### src/rtl/uc_adder2comp_pkg.sv
// Shared definitions for the two's-complement adder sequencer and its bench.
package uc_adder2comp_pkg;

  localparam int OPS_W = 8;

  typedef enum logic [3:0] {
    S_IDLE     = 4'd0,
    S_LOAD_AB  = 4'd1,
    S_LOAD_MAG = 4'd2,
    S_COMP_MAG = 4'd3,
    S_COMP_SIN = 4'd4,
    S_SOMA_SUB = 4'd5,
    S_LOAD_RES = 4'd6,
    S_CAPTURE  = 4'd7,
    S_DONE     = 4'd8
  } state_e;

endpackage

### src/rtl/uc_adder2comp.sv
// Control unit for the two's-complement adder datapath: latches operands,
// steps the datapath strobes in a fixed order and holds the result until acked.
//
// state      | meaning
// S_IDLE     | ready, waiting for start
// S_LOAD_AB  | datapath loads operands
// S_LOAD_MAG | datapath loads magnitudes
// S_COMP_MAG | datapath compares magnitudes
// S_COMP_SIN | datapath compares signs
// S_SOMA_SUB | datapath adds or subtracts
// S_LOAD_RES | datapath loads its result register
// S_CAPTURE  | res_out takes the datapath result
// S_DONE     | result valid, waiting for out_ack
module uc_adder2comp
  import uc_adder2comp_pkg::*;
#(
  parameter int N = 4
) (
  input  logic             clk,
  input  logic             RESET,
  input  logic             start,
  input  logic [N-1:0]     a_in,
  input  logic [N-1:0]     b_in,
  output logic             ready,
  output logic [N-1:0]     a_fd,
  output logic [N-1:0]     b_fd,
  output logic             loadAB,
  output logic             loadmagAB,
  output logic             comp_mag,
  output logic             comp_sinais,
  output logic             soma_sub,
  output logic             loadRES,
  input  logic [N:0]       result,
  output logic [N:0]       res_out,
  output logic             out_valid,
  input  logic             out_ack,
  output logic [OPS_W-1:0] ops_count
);

  state_e           state_q, state_d;
  logic [N-1:0]     a_fd_q, a_fd_d;
  logic [N-1:0]     b_fd_q, b_fd_d;
  logic [N:0]       res_q, res_d;
  logic [OPS_W-1:0] ops_q, ops_d;

  always_ff @(posedge clk) begin
    if (RESET) begin
      state_q <= S_IDLE;
      a_fd_q  <= '0;
      b_fd_q  <= '0;
      res_q   <= '0;
      ops_q   <= '0;
    end else begin
      state_q <= state_d;
      a_fd_q  <= a_fd_d;
      b_fd_q  <= b_fd_d;
      res_q   <= res_d;
      ops_q   <= ops_d;
    end
  end

  // Operand and result registers only move on an accepted start or a capture.
  always_comb begin
    state_d = state_q;
    a_fd_d  = a_fd_q;
    b_fd_d  = b_fd_q;
    res_d   = res_q;
    ops_d   = ops_q;
    unique case (state_q)
      S_IDLE: begin
        if (start) begin
          a_fd_d  = a_in;
          b_fd_d  = b_in;
          state_d = S_LOAD_AB;
        end
      end
      S_LOAD_AB:  state_d = S_LOAD_MAG;
      S_LOAD_MAG: state_d = S_COMP_MAG;
      S_COMP_MAG: state_d = S_COMP_SIN;
      S_COMP_SIN: state_d = S_SOMA_SUB;
      S_SOMA_SUB: state_d = S_LOAD_RES;
      S_LOAD_RES: state_d = S_CAPTURE;
      S_CAPTURE: begin
        res_d   = result;
        state_d = S_DONE;
      end
      S_DONE: begin
        if (out_ack) begin
          ops_d   = ops_q + OPS_W'(1);
          state_d = S_IDLE;
        end
      end
      default: state_d = S_IDLE;
    endcase
  end

  always_comb begin
    ready       = 1'b0;
    loadAB      = 1'b0;
    loadmagAB   = 1'b0;
    comp_mag    = 1'b0;
    comp_sinais = 1'b0;
    soma_sub    = 1'b0;
    loadRES     = 1'b0;
    out_valid   = 1'b0;
    unique case (state_q)
      S_IDLE:     ready       = 1'b1;
      S_LOAD_AB:  loadAB      = 1'b1;
      S_LOAD_MAG: loadmagAB   = 1'b1;
      S_COMP_MAG: comp_mag    = 1'b1;
      S_COMP_SIN: comp_sinais = 1'b1;
      S_SOMA_SUB: soma_sub    = 1'b1;
      S_LOAD_RES: loadRES     = 1'b1;
      S_DONE:     out_valid   = 1'b1;
      default:    ;
    endcase
  end

  assign a_fd      = a_fd_q;
  assign b_fd      = b_fd_q;
  assign res_out   = res_q;
  assign ops_count = ops_q;

endmodule

### config.mk
export PLATFORM = sky130hd
export DESIGN_NAME = uc_adder2comp
export DESIGN_NICKNAME = d
export VERILOG_FILES = /design/src/rtl/uc_adder2comp_pkg.sv /design/src/rtl/uc_adder2comp.sv
export SDC_FILE = /design/constraint.sdc
export NUM_CORES = 1
export LEC_CHECK = 0
export CORE_ASPECT_RATIO = 0.9
export CORE_UTILIZATION = 37
export DETAILED_ROUTE_END_ITERATION = 7
export PLACE_DENSITY = 0.74
export SKIP_CTS_REPAIR_TIMING = 1
export SLEW_MARGIN = 40
export SYNTH_ARGS = -nofsm -noshare
export SYNTH_HDL_FRONTEND = slang
export SYNTH_SLANG_ARGS = --single-unit
### constraint.sdc
create_clock -name clk -period 1.85 [get_ports clk]
set_input_delay 0.185 -clock clk [delete_from_list [all_inputs] [get_ports clk]]
set_output_delay 0.185 -clock clk [all_outputs]
set_load 0.05 [all_outputs]
==> results of run 1 <==
[metal layers]
layer | global-route usage | routed length (µm) | vias up
met4 | 0.0357 | 15 | 0
met1 | 0.224 | 1200 | 516
met5 | 0 | 0 | -
li1 | - | - | 573
met3 | 0.0625 | 184 | 2
met2 | 0.296 | 1220 | 33
[Yosys cell counts (3+ instances only)]
cell      instances  area (µm²)
o21ai_0          11        55.1
nor2_1            8        30.0
o31ai_1           4        30.0
mux2i_1           5        50.1
or4_1             6        45.0
nor3_1            7        35.0
nand2_1           5        18.8
clkbuf_1          6        22.5
inv_1             4        15.0
nand3_1          11        55.1
dfxtp_1          25         500
a21oi_1          15        75.1
nand2b_1          3        18.8
[final timing paths]
path	from	endpoint	slack, ps	cells after the start
worst max-delay path	state_q[0]$_SDFFE_PP0P_	ops_count[7]$_SDFFE_PP0P_	60	3
worst min-delay path	b_in[3]	b_fd[3]$_SDFFE_PP0P_	420	3
worst max register to register	state_q[0]$_SDFFE_PP0P_	ops_count[7]$_SDFFE_PP0P_	60	3
worst min register to register	b_fd[2]$_SDFFE_PP0P_	b_fd[2]$_SDFFE_PP0P_	480	2
[cells by family after synthesis]
| family | count (synthesis) | synth area share |
|---|---|---|
| and+or+nand+nor | 48 | 0.240 |
| adders and majority gates | 1 | 0.0114 |
| DFF | 25 | 0.457 |
| buffers and inverters | 15 | 0.0605 |
| xor gates and xnor gates | 1 | 0.00799 |
| muxes | 6 | 0.0559 |
| AOI/OAI and AO/OA | 33 | 0.168 |
[power groups by stage]
stage / sequential [mW] / combinational [mW] / clock [mW]
after CTS: 0.577 / 0.404 / 0.237
after detailed placement: 0.589 / 0.402 / 0
after floorplan: 0.646 / 0.169 / 0
after global placement: 0.587 / 0.396 / 0
after global routing: 0.580 / 0.468 / 0.266
final: 0.577 / 0.439 / 0.227
[sequential cells by signal, summed over array words and instances (netlist names)]
name,flops
b_fd,4
a_fd,4
res_out,5
ops_count,8
state_q,4
[critical path, cell delays in order (launching register included)]
cell and delay (ps):
dfxtp_1 340, or4b_4 550, or4_1 500, mux2_1 320
[metrics by stage]
step           total power [mW]  instance area [µm²]  setup WS [ps]  instances  utilization
2_1_floorplan             0.816                 1100          -10.5        129            -
3_3_place_gp              0.984                 1690            113        213        0.610
3_5_place_dp              0.991                 1690           86.3        213        0.610
4_1_cts                    1.22                 1720          -65.0        217        0.619
5_1_grt                    1.31                 1750           3.93        220        0.631
6_report                   1.24                 1750           60.8        220        0.631
[area by class of cell]
class	count	share of cell area
Clock buffer	4	0.0150
Sequential cell	25	0.286
Inverter	5	0.0122
Timing Repair Buffer	57	0.350
Multi-Input combinational cell	89	0.308
Tap cell	40	0.0286
==> flow_summary.json, run 1 <==
{
  "vias": 1124,
  "power_per_cell_area_nw_per_um2": 711,
  "antenna_found_initial": 0,
  "initial_utilization": 0.396,
  "cp_data_required_time_ps": 2060,
  "clockRootBuffer": "clkbuf_4",
  "fp.dieArea_um2": 3180,
  "yosysWarnings": 0,
  "power_frac_seq": 0.464,
  "ys_types": 29,
  "syn_area_um2": 1100,
  "hold_ws_ps": 423,
  "grt_pass1_wl_mm": 4.27,
  "synthCells": 129,
  "max-cap-violations": 0,
  "period_share": 0.967,
  "grt-ovfl-total": 0,
  "drt_iter0_markers": 11,
  "fill_cells": 239,
  "grt_setup_unrepaired": "false",
  "vdd_drop_max_mv": 0.512,
  "end_kind": "register",
  "min_path_type": "in -> reg",
  "hpwl_mm": 1.97,
  "cts_made_buffers": 3,
  "async_flop_share": 0,
  "syn-num-nets": 147,
  "hold_viol": 0,
  "fp.dieW_um": 59.4,
  "p_sw_mw": 0.399,
  "ant_nets": 0,
  "period_needed_ps": 1790,
  "area_delta_synth_final_pct": 59.5,
  "avgRoutedWirePerCell_um": 11.9,
  "fp-row-count": 18,
  "track_usage": 0.178,
  "nNetsFinal": 199,
  "drt-total-wl_mm": 2.62,
  "combinationalPowerShare": 0.353,
  "drc": 0,
  "synth-main-ff-cell": "dfxtp_1",
  "cts_tree": "yes",
  "crit_arrival_ps": 1990,
  "vias_per_cell": 5.11,
  "syn_avg_cell_area_um2": 8.50,
  "p_clk_frac": 0.183,
  "grt_start_max_net_pins": 25,
  "multiInputGateArea_um2": 538,
  "critPathKind": "reg -> reg",
  "layout_common_cells": "clkdlybuf4s50_1 (37), dfxtp_1 (25), a21oi_1 (15), buf_4 (12)",
  "path_clk_slew_ps": 120,
  "core_um2": 2770,
  "power.internal_mw": 0.844,
  "cts_max_level": 1,
  "drive_gt1_frac": 0.156,
  "cp-start-kind": "register",
  "report.final.slew_viol_count": 0,
  "fin_skew_ps": 0.806,
  "slew_headroom": 0.655,
  "clock_latency_ps": 300,
  "drtPass1Iterations": 4,
  "die_y_um": 53.6,
  "synth-seq-area-share": 0.457,
  "cp_max_fo": 2,
  "cts_max_path_buffers": 2,
  "gp_congestion": 0.728,
  "antennaDiodeCount": 0,
  "tightest_slew_ps": 516,
  "synth_edf_count": 0,
  "tns_ps": 0,
  "final_common_cell": "clkdlybuf4s50_1",
  "power.leakage_nw": 0.665,
  "synth-seq-cells": 25,
  "switching_share": 0.321,
  "numPortBuffers": 45,
  "setup_viol": 0,
  "io-pin-count": 46,
  "cts.sinks": 25,
  "grt_pass1_vias": 997,
  "max_freq_mhz": 559,
  "register_area_um2": 500,
  "status": "complete, no violations"
}
No activity file was read; power rests on OpenSTA's default activity.
==> run 2: changes to the inputs <==
Settings changed: SLEW_MARGIN 40 to unset.
==> results of run 2 <==
Same layout as run 1: the final DEF is identical, and so are final timing and power.
==> run 3: changes to the inputs <==
Settings changed: GPL_ROUTABILITY_DRIVEN set to 0.
==> results of run 3 <==
Same layout as run 1: the final DEF is identical, and so are final timing and power.
